## src/rtl/clk_gen_pkg.sv

```systemverilog
// -----------------------------------------------------------------------------
// clk_gen_pkg
// Shared definitions for the clock-enable generator:
//   state_t  - lock-supervision FSM state encoding
//   clog2    - ceil-log2 width helper (never returns less than 1)
// -----------------------------------------------------------------------------
package clk_gen_pkg;

    typedef enum logic [1:0] {
        WAIT_LOCK = 2'd0,
        STABILIZE = 2'd1,
        RUN       = 2'd2,
        LOST      = 2'd3
    } state_t;

    // Number of bits needed to hold the values 0..value-1.
    function automatic int clog2(input int value);
        int w;
        w = 1;
        while ((w < 31) && ((1 << w) < value)) begin
            w = w + 1;
        end
        return w;
    endfunction

endpackage

```

## src/rtl/clk_enable_chan.sv

```systemverilog
// -----------------------------------------------------------------------------
// clk_enable_chan
// One clock-enable channel: programmable divider with a double-buffered
// divider value, producing a registered one-cycle enable pulse.
// Ports:
//   i_clk       clock (rising edge)
//   i_reset     synchronous active-high reset
//   i_run       high while the supervisor is in RUN this cycle
//   i_runNext   high when the supervisor will be in RUN next cycle
//   i_divLoad   strobe: capture i_divValue into the pending register
//   i_divValue  new divider value for this channel
//   o_clkEn     registered enable pulse
// -----------------------------------------------------------------------------
module clk_enable_chan #(
    parameter int DIV_WIDTH = 16,
    parameter int DIV_INIT  = 1
) (
    input  logic                 i_clk,
    input  logic                 i_reset,
    input  logic                 i_run,
    input  logic                 i_runNext,
    input  logic                 i_divLoad,
    input  logic [DIV_WIDTH-1:0] i_divValue,
    output logic                 o_clkEn
);

    localparam logic [DIV_WIDTH-1:0] INIT_D = DIV_WIDTH'(DIV_INIT);
    localparam logic [DIV_WIDTH-1:0] ONE    = DIV_WIDTH'(1);

    logic [DIV_WIDTH-1:0] r_cnt;
    logic [DIV_WIDTH-1:0] r_active;
    logic [DIV_WIDTH-1:0] r_pend;
    logic                 r_pendV;
    logic                 r_clkEn;

    logic                 w_wrap;
    logic                 w_apply;
    logic [DIV_WIDTH-1:0] w_activeNext;
    logic [DIV_WIDTH-1:0] w_cntNext;
    logic                 w_enNext;

    always_comb begin
        // Current cycle is the pulse/wrap cycle of a D>=2 divider.
        w_wrap = i_run && (r_active > ONE) && (r_cnt == r_active - ONE);

        // A new divider takes effect at the wrap (a load arriving on the wrap
        // edge is taken directly), or straight away when there is no period
        // in progress to protect (not running, or D is 0/1). A fresh load in
        // the latter case overwrites pending and is applied one edge later.
        if (w_wrap) begin
            w_apply = i_divLoad || r_pendV;
        end else begin
            w_apply = (!i_run || (r_active <= ONE)) && r_pendV && !i_divLoad;
        end

        w_activeNext = r_active;
        if (w_apply) begin
            w_activeNext = i_divLoad ? i_divValue : r_pend;
        end

        // Counter restarts from 0 on RUN entry, on every wrap and on every
        // divider change, so all channels are phase-aligned at RUN entry.
        w_cntNext = '0;
        if (i_runNext && i_run && !w_apply && !w_wrap && (r_active > ONE)) begin
            w_cntNext = r_cnt + ONE;
        end

        // Pulse is computed from next-cycle state so the output can be a flop.
        w_enNext = i_runNext &&
                   ((w_activeNext == ONE) ||
                    ((w_activeNext > ONE) && (w_cntNext == w_activeNext - ONE)));
    end

    always_ff @(posedge i_clk) begin
        if (i_reset) begin
            r_cnt    <= '0;
            r_active <= INIT_D;
            r_pendV  <= 1'b0;
            r_clkEn  <= 1'b0;
        end else begin
            r_cnt    <= w_cntNext;
            r_active <= w_activeNext;
            r_clkEn  <= w_enNext;
            if (i_divLoad && !w_wrap) begin
                r_pend  <= i_divValue;
                r_pendV <= 1'b1;
            end else if (w_apply) begin
                r_pendV <= 1'b0;
            end
        end
    end

    assign o_clkEn = r_clkEn;

endmodule

```

## src/rtl/clk_enable_gen.sv

```systemverilog
// -----------------------------------------------------------------------------
// clk_enable_gen
// Lock supervisor plus CHANNELS programmable clock-enable dividers.
// Ports:
//   clkIn      sole clock (rising edge)
//   reset      synchronous active-high reset
//   pllLocked  asynchronous PLL lock indication
//   divValue   packed divider values, channel i at [i*DIV_WIDTH +: DIV_WIDTH]
//   divLoad    strobe: capture divValue into every channel's pending register
//   clrLost    strobe: clear lockLost
//   clkEn      per-channel registered enable pulses
//   sysReset   downstream reset, low only in RUN
//   isStable   high exactly while in RUN
//   lockLost   sticky: lock dropped while in RUN
// -----------------------------------------------------------------------------
module clk_enable_gen
    import clk_gen_pkg::*;
#(
    parameter int CHANNELS      = 4,
    parameter int DIV_WIDTH     = 16,
    parameter int STABLE_CYCLES = 256,
    parameter int DIV_INIT      = 1
) (
    input  logic                          clkIn,
    input  logic                          reset,
    input  logic                          pllLocked,
    input  logic [CHANNELS*DIV_WIDTH-1:0] divValue,
    input  logic                          divLoad,
    input  logic                          clrLost,
    output logic [CHANNELS-1:0]           clkEn,
    output logic                          sysReset,
    output logic                          isStable,
    output logic                          lockLost
);

    localparam int                 STAB_W    = clog2(STABLE_CYCLES);
    localparam logic [STAB_W-1:0]  STAB_LAST = STAB_W'(STABLE_CYCLES - 1);

    state_t              r_state;
    logic                r_sync1;
    logic                r_lockS;
    logic [STAB_W-1:0]   r_stabCnt;
    logic                r_sysReset;
    logic                r_isStable;
    logic                r_lockLost;

    logic                w_enterRun;
    logic                w_runNext;

    // Decoded here as well as in the FSM so the channels can register their
    // pulses against the state the FSM is about to enter.
    always_comb begin
        w_enterRun = (r_state == STABILIZE) && r_lockS && (r_stabCnt == STAB_LAST);
        w_runNext  = !reset && (w_enterRun || ((r_state == RUN) && r_lockS));
    end

    always_ff @(posedge clkIn) begin
        if (reset) begin
            r_state    <= WAIT_LOCK;
            r_sync1    <= 1'b0;
            r_lockS    <= 1'b0;
            r_stabCnt  <= '0;
            r_sysReset <= 1'b1;
            r_isStable <= 1'b0;
            r_lockLost <= 1'b0;
        end else begin
            r_sync1 <= pllLocked;
            r_lockS <= r_sync1;

            // Clear first so a coincident RUN->LOST set below overrides it.
            if (clrLost) begin
                r_lockLost <= 1'b0;
            end

            case (r_state)
                WAIT_LOCK: begin
                    if (r_lockS) begin
                        r_state   <= STABILIZE;
                        r_stabCnt <= '0;
                    end
                end
                STABILIZE: begin
                    if (!r_lockS) begin
                        r_state <= WAIT_LOCK;
                    end else if (w_enterRun) begin
                        r_state    <= RUN;
                        r_sysReset <= 1'b0;
                        r_isStable <= 1'b1;
                    end else begin
                        r_stabCnt <= r_stabCnt + 1'b1;
                    end
                end
                RUN: begin
                    if (!r_lockS) begin
                        r_state    <= LOST;
                        r_sysReset <= 1'b1;
                        r_isStable <= 1'b0;
                        r_lockLost <= 1'b1;
                    end
                end
                LOST: begin
                    r_state <= WAIT_LOCK;
                end
                default: begin
                    r_state    <= WAIT_LOCK;
                    r_sysReset <= 1'b1;
                    r_isStable <= 1'b0;
                end
            endcase
        end
    end

    genvar g;
    generate
        for (g = 0; g < CHANNELS; g++) begin : g_chan
            clk_enable_chan #(
                .DIV_WIDTH (DIV_WIDTH),
                .DIV_INIT  (DIV_INIT)
            ) u_chan (
                .i_clk      (clkIn),
                .i_reset    (reset),
                .i_run      (r_isStable),
                .i_runNext  (w_runNext),
                .i_divLoad  (divLoad),
                .i_divValue (divValue[g*DIV_WIDTH +: DIV_WIDTH]),
                .o_clkEn    (clkEn[g])
            );
        end
    endgenerate

    assign sysReset = r_sysReset;
    assign isStable = r_isStable;
    assign lockLost = r_lockLost;

endmodule

```

## config.mk

```make
export PLATFORM = sky130hd
export DESIGN_NAME = clk_enable_gen
export DESIGN_NICKNAME = d
export VERILOG_FILES = /design/src/rtl/clk_gen_pkg.sv /design/src/rtl/clk_enable_chan.sv /design/src/rtl/clk_enable_gen.sv
export SDC_FILE = /design/constraint.sdc
export NUM_CORES = 1
export LEC_CHECK = 0
export BUFFER_PORTS_ARGS = -buffer_cell sky130_fd_sc_hd__buf_4
export CELL_PAD_IN_SITES_DETAIL_PLACEMENT = 0
export CELL_PAD_IN_SITES_GLOBAL_PLACEMENT = 1
export CORE_MARGIN = 4
export CORE_UTILIZATION = 48
export CTS_CLUSTER_DIAMETER = 30
export DETAILED_ROUTE_END_ITERATION = 12
export GPL_ROUTABILITY_DRIVEN = 1
export PLACE_DENSITY = 0.85
export SLEW_MARGIN = 20
export SYNTH_ARGS = -nofsm -noshare
export SYNTH_HDL_FRONTEND = slang
export SYNTH_SLANG_ARGS = --single-unit
```

## constraint.sdc

```tcl
create_clock -name clkIn -period 6.3 [get_ports clkIn]
set_input_delay 1.26 -clock clkIn [delete_from_list [all_inputs] [get_ports clkIn]]
set_output_delay 1.26 -clock clkIn [all_outputs]
set_load 0.05 [all_outputs]
```

==> results of run 1 <==
==> routing by layer <==
metal	share of wire [%]	track usage [%]	wire length (µm)	vias up
met4	2.9	8.406	1235	2
met3	7.0	4.704	2926	97
met1	45	34.38	19080	6186
li1	-	-	-	6315
met5	0.026	0	11	-
met2	45	38.64	18810	459
==> placed cells by master, fill, tap and decap left out, types with 9 or more instances in the layout <==
| master | count |
|---|---|
| xnor2_1 | 121 |
| and3_1 | 22 |
| clkbuf_16 | 61 |
| o22ai_1 | 10 |
| nand2_1 | 105 |
| nor2_1 | 269 |
| a21oi_1 | 66 |
| nand2b_1 | 11 |
| a31oi_1 | 15 |
| or3_1 | 23 |
| nor3b_1 | 13 |
| nand3_1 | 51 |
| inv_1 | 41 |
| or2_2 | 14 |
| nand4_1 | 25 |
| xor2_1 | 110 |
| mux2_2 | 49 |
| nor4_1 | 28 |
| a211oi_1 | 21 |
| clkinv_2 | 14 |
| nor2b_1 | 14 |
| nor3_1 | 65 |
| o21ai_0 | 48 |
| o211ai_1 | 11 |
| bufinv_16 | 9 |
| ha_1 | 21 |
| dfxtp_1 | 151 |
| mux2i_1 | 98 |
| o31ai_1 | 11 |
| or4_1 | 13 |
| buf_4 | 93 |
| edfxtp_1 | 64 |
==> synthesized netlist by cell type (10+ instances only) <==
cell        n  area (µm²)
dfxtp_1   151        3023
o31ai_1    11       82.58
o22ai_1    10       62.56
nand2b_1   11       68.82
nor3_1     65       325.3
o21ai_0    48       240.2
nor2_1    269        1010
xnor2_1   121        1060
nand2_1   105       394.1
nor2b_1    14       87.58
mux2_2     49       551.8
clkbuf_1   66       247.7
nand3_1    51       255.2
a31oi_1    15       93.84
nor4_1     28       175.2
or3_1      23       143.9
xor2_1    110       963.4
and3_1     22       137.6
ha_1       21       262.8
or4_1      13       97.59
o211ai_1   11       82.58
a211oi_1   21       157.7
or2_2      14       87.58
buf_2      11       55.05
nor3b_1    13       97.59
inv_1      41       153.9
mux2i_1    98       980.9
nand4_1    25       156.4
a21oi_1    68       340.3
edfxtp_1   64        1922
==> critical path: cells and delay by family (launching register included) <==
family	cells	cell delay [ps]
xor gates and xnor gates	1	270
adders and majority gates	2	590
DFF	1	400
AOI/OAI and AO/OA	6	1370
buffers and inverters	2	220
and+or+nand+nor	6	2460
==> sequential cells by signal, summed over array words and instances (netlist names), named ones only <==
name and count:
g_chan.u_chan.r_pendV 4, g_chan.u_chan.r_active 64, sysReset 1, isStable 1
r_lockS 1, r_sync1 1, g_chan.u_chan.r_cnt 64, r_state 1
lockLost 1, r_stabCnt 8, g_chan.u_chan.r_pend 64, g_chan.u_chan.o_clkEn 4
==> kinds of logic after synthesis <==
group                    after synthesis  share of synthesized area, %
AO/OA/AOI/OAI                        263                         11.88
XOR/XNOR                             234                         14.26
adder cells (fa/ha/maj)               21                         1.796
buffers and inverters                133                         3.781
flip-flops                           215                         33.81
multiplexers                         147                         10.48
AND/OR/NAND/NOR                      706                         23.99
==> power breakdown <==
part           leakage (nW)  switching [mW]  total [mW]  internal, mW
Sequential             1.83          0.0644        1.54          1.48
Combinational          3.87           0.418       0.720         0.302
Clock                 0.994           0.927        3.07          2.14
Total                  6.69            1.41        5.33          3.92
==> worst max path at each step <==
stage	end	slack, ps	cells after the start
final	g_chan[3].u_chan.o_clkEn	890	17
after global placement	g_chan[3].u_chan.o_clkEn	1200	18
after global routing	g_chan[3].u_chan.o_clkEn	570	18
after detailed placement	g_chan[3].u_chan.o_clkEn	1080	17
after floorplan	g_chan[3].u_chan.o_clkEn	420	18
after CTS	g_chan[3].u_chan.o_clkEn	1030	17
==> final cells by class <==
| type | instances | area share [%] |
|---|---|---|
| clock buffers | 71 | 9.047 |
| clock inverters | 40 | 2.708 |
| inverters | 42 | 0.9004 |
| multi-input cells | 1371 | 52.33 |
| flip-flops and latches | 215 | 28.24 |
| well taps | 390 | 2.787 |
| repair buffers | 93 | 3.987 |
==> results.json, run 1 <==
{
  "arrival_ps": 5890,
  "drt_iter0_markers": 778,
  "synth_area_per_cell_um2": 8.509,
  "critPathMaxFanout": 9,
  "cts.clk_slew.worst_paths_ps": 50,
  "worst-slew-pin-transition_ps": 1048,
  "outcome": "completed",
  "core_mm2": 0.02987,
  "final_util_pct": 58.61,
  "cts_max_path_buffers": 3,
  "fin_crit_ps": 5415,
  "hold_end": "r_lockS",
  "die_height_um": 182.6,
  "maxSlewViolCount": 0,
  "worstHoldPathCells": 1,
  "syn2layout_area_growth_pct": 19.71,
  "pin_count": 76,
  "cap_violations": 0,
  "fmax_ghz": 0.1847,
  "ff2ff_path_depth": 17,
  "synth_ff_type": "dfxtp_1",
  "crit_chain": "inv_1 > ha_1 > or3b_2 > nor3_1 > a21oi_1 > nand4b_1 > nor4_2 > a21oi_2 > a21oi_1 > ha_1 > inv_1 > a211oi_1 > xnor3_1 > o21ai_0 > nor4_1 > or4b_1 > o31ai_1",
  "insertedDiodeCount": 0,
  "grt_setup_unrepaired": "false",
  "ant_nets": 0,
  "relSlewSlack_pct": 30.16,
  "p_leak_nw": 6.695,
  "finalHoldViolations": 0,
  "crit_path_max_incr_delay_ps": 630,
  "async_flop_share_pct": 0,
  "criticalPathCategory": "flop to flop",
  "pre_cts_slack_ps": 1077,
  "finalNetCount": 1872,
  "cts_hold_buf": 0,
  "synth_edf_count": 64,
  "design_area_mm2": 0.01751,
  "dieArea_mm2": 0.03333,
  "reg2reg_from": "g_chan[3].u_chan.r_active[0]",
  "cts.sinks": 215,
  "rows": 63,
  "fin_cells": 2222,
  "fillers": 2660,
  "die_w_um": 182.6,
  "grt_max_degree": 71,
  "ff_latch_area_mm2": 0.004945,
  "skew_ps": 23.30,
  "cts_inserted_buffers": 59,
  "finalSetupViolCount": 0,
  "overflow": 0,
  "setup_slack_ps": 885.1,
  "total_power_mw": 5.333,
  "postPlaceCellArea_mm2": 0.01545,
  "synth_seq_cells": 215,
  "gp_congestion": 0.9231,
  "cp-start-kind": "flop",
  "worstHoldStart": "r_sync1",
  "start_util_pct": 48.96,
  "clock_latency_ps": 580,
  "num_vias": 13060,
  "peakVddDrop_mv": 0.2528,
  "grt_usage_pct": 24.72,
  "yosysUniqueCellTypes": 81,
  "syn-num-nets": 1809,
  "antenna_found_initial": 1,
  "drive_gt1_share_pct": 15.07,
  "period_share_pct": 85.95,
  "cp-end-kind": "flop",
  "power_density_mw_per_mm2": 304.6,
  "htreeDepth": 2,
  "avgRoutedWirePerCell_um": 18.93,
  "fin_tns_setup_ps": 0,
  "drtPass1Iterations": 5,
  "root_buffer": "clkbuf_16",
  "portBuffers": 75,
  "hold_path.class": "flop to flop",
  "place.detailed.hpwl_mm": 30.41,
  "ys_warn_count": 0,
  "drc": 0,
  "synth-seq-area-share_pct": 33.81,
  "cp.required_ps": 6780,
  "synth_area_mm2": 0.01463,
  "syn-instance-count": 1719,
  "slowest_stage": "nor4_2",
  "viasPerCell": 5.877,
  "multi_input_area_mm2": 0.009163,
  "post_cts_buffers": 0,
  "dpl.cell_count": 2111,
  "routed_wirelength_mm": 42.06,
  "holdWs_ps": 466.8,
  "reg2reg_slack_ps": 890,
  "cts_tree": "done",
  "grt_pass1_wl_mm": 67.58,
  "timing.rr.end": "g_chan[3].u_chan.o_clkEn",
  "grt_pass1_vias": 12620,
  "postCtsResizedCells": 0,
  "startpoint": "g_chan[3].u_chan.r_active[0]"
}
Power figures use the tool's default switching activity.
==> run 2: changes to the inputs <==
--- a/config.mk
+++ b/config.mk
@@ -13,7 +13,7 @@
 export CTS_CLUSTER_DIAMETER = 30
 export DETAILED_ROUTE_END_ITERATION = 12
 export GPL_ROUTABILITY_DRIVEN = 1
-export PLACE_DENSITY = 0.85
+export PLACE_DENSITY_LB_ADDON = 0.1
 export SLEW_MARGIN = 20
 export SYNTH_ARGS = -nofsm -noshare
 export SYNTH_HDL_FRONTEND = slang
==> run 2 against run 1 <==
  * Sequential power is essentially flat
  * Design area grew 0.48%
  * Sequential share of layout area shrank 0.13 points
  * Flip-flop and latch count is the same
  * Worst hold slack lost 9.9 ps
  * Critical path type unchanged
  * Combinational power shrank 0.6%
  * Highest routed layer is now met4
  * Global-route usage is essentially flat
  * Via count shrank 2.2%
  * Final cell count shrank 0.18%
  * Die area is the same
  * Critical endpoint unchanged
  * Largest power group unchanged
  * First-iteration DRC count grew 11%
  * Utilization grew 0.28 points
==> results.json, run 2 (synthesized netlist as in run 1, its figures left out) <==
{
  "outcome": "completed",
  "cts_inserted_buffers": 58,
  "postPlaceCellArea_mm2": 0.01545,
  "core_mm2": 0.02987,
  "rows": 63,
  "cp-start-kind": "flop",
  "cts_tree": "done",
  "cp-end-kind": "flop",
  "overflow": 0,
  "power_density_mw_per_mm2": 310.0,
  "busiest_layer": "met2",
  "drive_gt1_share_pct": 15.04,
  "multi_input_area_mm2": 0.009170,
  "gp_congestion": 0.9348,
  "root_buffer": "clkbuf_16",
  "start_util_pct": 48.96,
  "avgRoutedWirePerCell_um": 18.95,
  "grtUsageMet2_pct": 39.07,
  "criticalPathCategory": "flop to flop",
  "viasPerCell": 5.757,
  "layout_commonest_cell": "nor2_1",
  "place.detailed.hpwl_mm": 31.10,
  "cts.sinks": 215,
  "grt_use_met1_pct": 35.63,
  "finalHoldViolations": 0,
  "pwr-share-seq_pct": 28.3,
  "period_share_pct": 86.76,
  "clock_latency_ps": 570,
  "insertedDiodeCount": 0,
  "worst-slew-pin-transition_ps": 1057,
  "routed_wirelength_mm": 42.02,
  "drt_iter0_markers": 867,
  "reg_top3": "g_chan.u_chan.r_active: 64 flops, g_chan.u_chan.r_cnt: 64 flops, g_chan.u_chan.r_pend: 64 flops",
  "fin_crit_ps": 5466,
  "antenna_found_initial": 0,
  "syn2layout_area_growth_pct": 20.28,
  "p_sw_share_pct": 26.28,
  "grt_setup_unrepaired": "false",
  "peakVddDrop_mv": 0.2321,
  "finalSetupViolCount": 0,
  "holdWs_ps": 456.8,
  "grt_pass1_vias": 12450,
  "drc": 0,
  "postCtsResizedCells": 0,
  "fillers": 2722,
  "grt_max_degree": 83,
  "cts_hold_buf": 0,
  "pin_count": 76,
  "p_leak_nw": 6.739,
  "relSlewSlack_pct": 28.87,
  "final_cell_mix": "269 x nor2_1, 151 x dfxtp_1, 121 x xnor2_1, 110 x xor2_1, 105 x nand2_1",
  "globalRouteMet3Util_pct": 3.668,
  "critPathMaxFanout": 12,
  "fin_tns_setup_ps": 0,
  "fmax_ghz": 0.1830,
  "skew_ps": 22.01,
  "finalNetCount": 1869,
  "grt_pass1_wl_mm": 67.18,
  "cap_violations": 0,
  "arrival_ps": 5930,
  "hold_path.class": "flop to flop",
  "dieArea_mm2": 0.03333,
  "cts_max_path_buffers": 3,
  "maxSlewViolCount": 0,
  "power_frac_clock_pct": 58.6,
  "die_height_um": 182.6,
  "p_sw_mw": 1.433,
  "cp.required_ps": 6770,
  "post_cts_buffers": 0,
  "num_vias": 12770,
  "grt_usage_pct": 24.71,
  "cts.clk_slew.worst_paths_ps": 40,
  "die_w_um": 182.6,
  "htreeDepth": 2,
  "drtPass1Iterations": 5,
  "design_area_mm2": 0.01759,
  "total_power_mw": 5.453,
  "power_frac_comb_pct": 13.1,
  "ant_nets": 0,
  "ff_latch_area_mm2": 0.004945,
  "power.internal_mw": 4.020,
  "portBuffers": 75
}
==> run 2: cell count changes in the layout (fill, tap and decap cells not counted), moves of 3 or more <==
cell	change
buf_4	-3
clkbuf_1	-4
clkbuf_8	+3
clkinv_2	-7
clkinv_4	-3
clkinvlp_4	-3
inv_6	+4
inv_8	+8
==> run 2: layout make-up <==
class / instances / area share [%]
clock inverters: 39 / 2.994
clock buffers: 70 / 9.153
multi-input cells: 1371 / 52.12
inverters: 42 / 0.8961
flip-flops and latches: 215 / 28.11
repair buffers: 91 / 3.954
well taps: 390 / 2.774
==> run 2: power groups by stage <==
| stage | Clock, mW | Sequential, mW | Combinational (mW) |
|---|---|---|---|
| 4_1_cts | 3.24 | 1.54 | 0.709 |
| 6_report | 3.19 | 1.54 | 0.716 |
| 2_1_floorplan | 0 | 1.53 | 0.539 |
| 5_1_grt | 3.32 | 1.55 | 0.785 |
| 3_5_place_dp | 0 | 1.57 | 0.705 |
| 3_3_place_gp | 0 | 1.57 | 0.701 |
==> run 2: path summary, 6_finish.rpt <==
path	from	to	slack, ps	cells after the start
worst max register to register	g_chan[3].u_chan.r_active[0]	g_chan[3].u_chan.o_clkEn	830	17
worst min-delay path	r_sync1	r_lockS	460	1
worst min register to register	r_sync1	r_lockS	460	1
worst max-delay path	g_chan[3].u_chan.r_active[0]	g_chan[3].u_chan.o_clkEn	830	17
==> run 2: metal layers <==
| layer | wire length, µm | part of all wire [%] |
|---|---|---|
| met1 | 20440 | 49 |
| met2 | 18880 | 45 |
| met3 | 1995 | 4.7 |
| met4 | 702 | 1.7 |
| met5 | 0 | 0 |
==> run 2: stage by stage <==
step / utilization (%) / std cells / setup slack, ps
after global routing: 58.89 / 2218 / 337.0
final: 58.89 / 2218 / 834.3
after floorplan: - / 1719 / 420.2
after CTS: 58.86 / 2218 / 893.1
after global placement: 51.71 / 2109 / 1169
after detailed placement: 51.71 / 2109 / 881.3
==> run 2: critical path: stages, from the launching register on <==
cell	delay, ps
dfxtp_1	400
inv_1	120
ha_1	270
or3b_2	510
nor3_1	350
a21oi_1	120
nand4b_1	220
nor4_2	670
a21oi_2	320
a21oi_1	380
ha_1	330
inv_1	90
a211oi_1	280
xnor3_1	270
o21ai_0	80
nor4_1	250
or4b_1	450
o31ai_1	250
==> run 3: changes to the inputs <==
--- a/config.mk
+++ b/config.mk
@@ -14,6 +14,7 @@
 export DETAILED_ROUTE_END_ITERATION = 12
 export GPL_ROUTABILITY_DRIVEN = 1
 export PLACE_DENSITY_LB_ADDON = 0.1
+export RECOVER_POWER = 25
 export SLEW_MARGIN = 20
 export SYNTH_ARGS = -nofsm -noshare
 export SYNTH_HDL_FRONTEND = slang
==> run 3 against run 2 <==
  * The flow now finishes with violations (max-capacitance violations, max-slew violations)
  * Critical path depth unchanged
  * Utilization decreased by 0.72 points
  * Maximum frequency decreased by 0.92%
==> results.json, run 3 (synthesized netlist as in run 1, its figures left out) <==
{
  "cts_tree": "done",
  "post_cts_buffers": 0,
  "fin_tns_setup_ps": 0,
  "cp-end-kind": "flop",
  "routed_wirelength_mm": 41.93,
  "finalNetCount": 1869,
  "relSlewSlack_pct": -171.3,
  "finalSetupViolCount": 0,
  "holdWs_ps": 457.2,
  "cts_max_path_buffers": 3,
  "finalHoldViolations": 0,
  "grt_usage_pct": 24.71,
  "hold_path.class": "flop to flop",
  "maxSlewViolCount": 71,
  "fin_crit_ps": 5516,
  "layout_commonest_cell": "nor2_1",
  "cts.clk_slew.worst_paths_ps": 50,
  "insertedDiodeCount": 0,
  "violations": "max-capacitance violations, max-slew violations",
  "critPathMaxFanout": 12,
  "reg2reg_slack_ps": 780,
  "antenna_found_initial": 0,
  "core_mm2": 0.02987,
  "cts_inserted_buffers": 58,
  "cp-start-kind": "flop",
  "drive_gt1_share_pct": 11.93,
  "ff2ff_path_depth": 17,
  "p_leak_nw": 6.530,
  "dieArea_mm2": 0.03333,
  "root_buffer": "clkbuf_16",
  "worst-slew-pin-transition_ps": 4069,
  "power_density_mw_per_mm2": 312.9,
  "criticalPathCategory": "flop to flop",
  "final_cell_mix": "269 x nor2_1, 151 x dfxtp_1, 121 x xnor2_1, 110 x xor2_1, 105 x nand2_1",
  "rows": 63,
  "period_share_pct": 87.56,
  "die_height_um": 182.6,
  "die_w_um": 182.6,
  "cts.sinks": 215,
  "timing.rr.end": "g_chan[3].u_chan.o_clkEn",
  "skew_ps": 21.85,
  "drt_iter0_markers": 887,
  "crit_chain": "inv_1 > ha_1 > or3b_2 > nor3_1 > a21oi_1 > nand4b_1 > nor4_2 > a21oi_2 > a21oi_1 > ha_1 > inv_1 > a211oi_1 > xnor3_1 > o21ai_0 > nor4_1 > or4b_1 > o31ai_1",
  "design_area_mm2": 0.01738,
  "crit_path_max_incr_delay_ps": 670,
  "arrival_ps": 5980,
  "portBuffers": 75,
  "drc": 0,
  "peakVddDrop_mv": 0.2317,
  "cts_hold_buf": 0,
  "grt_pass1_wl_mm": 67.18,
  "syn2layout_area_growth_pct": 18.82,
  "hold_end": "r_lockS",
  "postCtsResizedCells": 0,
  "start_util_pct": 48.96,
  "cap_violations": 1,
  "outcome": "finished with violations",
  "worstHoldPathCells": 1,
  "htreeDepth": 2,
  "drtPass1Iterations": 5,
  "postPlaceCellArea_mm2": 0.01545,
  "grt_max_degree": 83,
  "worstHoldStart": "r_sync1",
  "avgRoutedWirePerCell_um": 18.90,
  "grt_setup_unrepaired": "false",
  "final_util_pct": 58.17,
  "num_vias": 12770,
  "grt_pass1_vias": 12450,
  "cp.required_ps": 6770,
  "reg_top3": "g_chan.u_chan.r_active: 64 flops, g_chan.u_chan.r_cnt: 64 flops, g_chan.u_chan.r_pend: 64 flops",
  "gp_congestion": 0.9348,
  "fmax_ghz": 0.1813,
  "ant_nets": 0,
  "reg2reg_from": "g_chan[3].u_chan.r_active[0]",
  "fillers": 2782,
  "pin_count": 76,
  "clock_latency_ps": 570,
  "place.detailed.hpwl_mm": 31.10,
  "slowest_stage": "nor4_2",
  "total_power_mw": 5.438,
  "viasPerCell": 5.757,
  "overflow": 0
}
[run 3: cell count changes in the layout (fill, tap and decap cells not counted)]
cell,delta
clkbuf_1,+57
buf_4,-66
clkbuf_4,+9
and2_0,+1
and2_1,-1
[run 3: power by group]
group	switching [mW]	internal (mW)	leakage, nW	total [mW]
clock	0.954	2.24	1.04	3.19
combinational	0.414	0.287	3.66	0.701
sequential	0.0647	1.48	1.83	1.54
[run 3: area by class of cell]
cell class / instances / area, µm² / share of cell area [%]
flip-flops and latches: 215 / 4945 / 28.45
well taps: 390 / 488.0 / 2.808
multi-input cells: 1371 / 9170 / 52.76
repair buffers: 91 / 481.7 / 2.772
clock inverters: 39 / 526.8 / 3.031
clock buffers: 70 / 1610 / 9.266
inverters: 42 / 157.7 / 0.9071
[run 3: metal layers]
layer  global-route usage [%]  wire (µm)  up-vias
met2                    39.07      18790      302
met5                        0          0        -
met3                    3.668       1915       53
met1                    35.63      20460     6102
met4                    5.974        767        0
li1                         -          -     6311
[run 3: critical path, delay by kind of cell, from the launching register on]
kind            cells  cell delay [ps]
compound gates      6             1460
xor+xnor            1              270
fa+ha+maj           2              600
buf+inv             2              210
flops               1              410
simple gates        6             2470
[run 3: per-stage QoR]
step / instances / setup slack (ps)
floorplan: 1719 / 420.2
global placement: 2109 / 1169
detailed placement: 2109 / 881.3
CTS: 2218 / 893.1
global route: 2218 / 337.0
finish: 2218 / 783.8
[run 3: worst max-delay path by stage]
stage,slack (ps),startpoint,endpoint,cells after the start
after floorplan,420,divLoad,g_chan[3].u_chan.o_clkEn,18
after global placement,1170,g_chan[3].u_chan.r_active[0],g_chan[3].u_chan.o_clkEn,17
after detailed placement,880,g_chan[3].u_chan.r_active[0],g_chan[3].u_chan.o_clkEn,17
after CTS,890,g_chan[3].u_chan.r_active[0],g_chan[3].u_chan.o_clkEn,17
after global routing,340,g_chan[3].u_chan.r_active[0],g_chan[3].u_chan.o_clkEn,17
final,780,g_chan[3].u_chan.r_active[0],g_chan[3].u_chan.o_clkEn,17
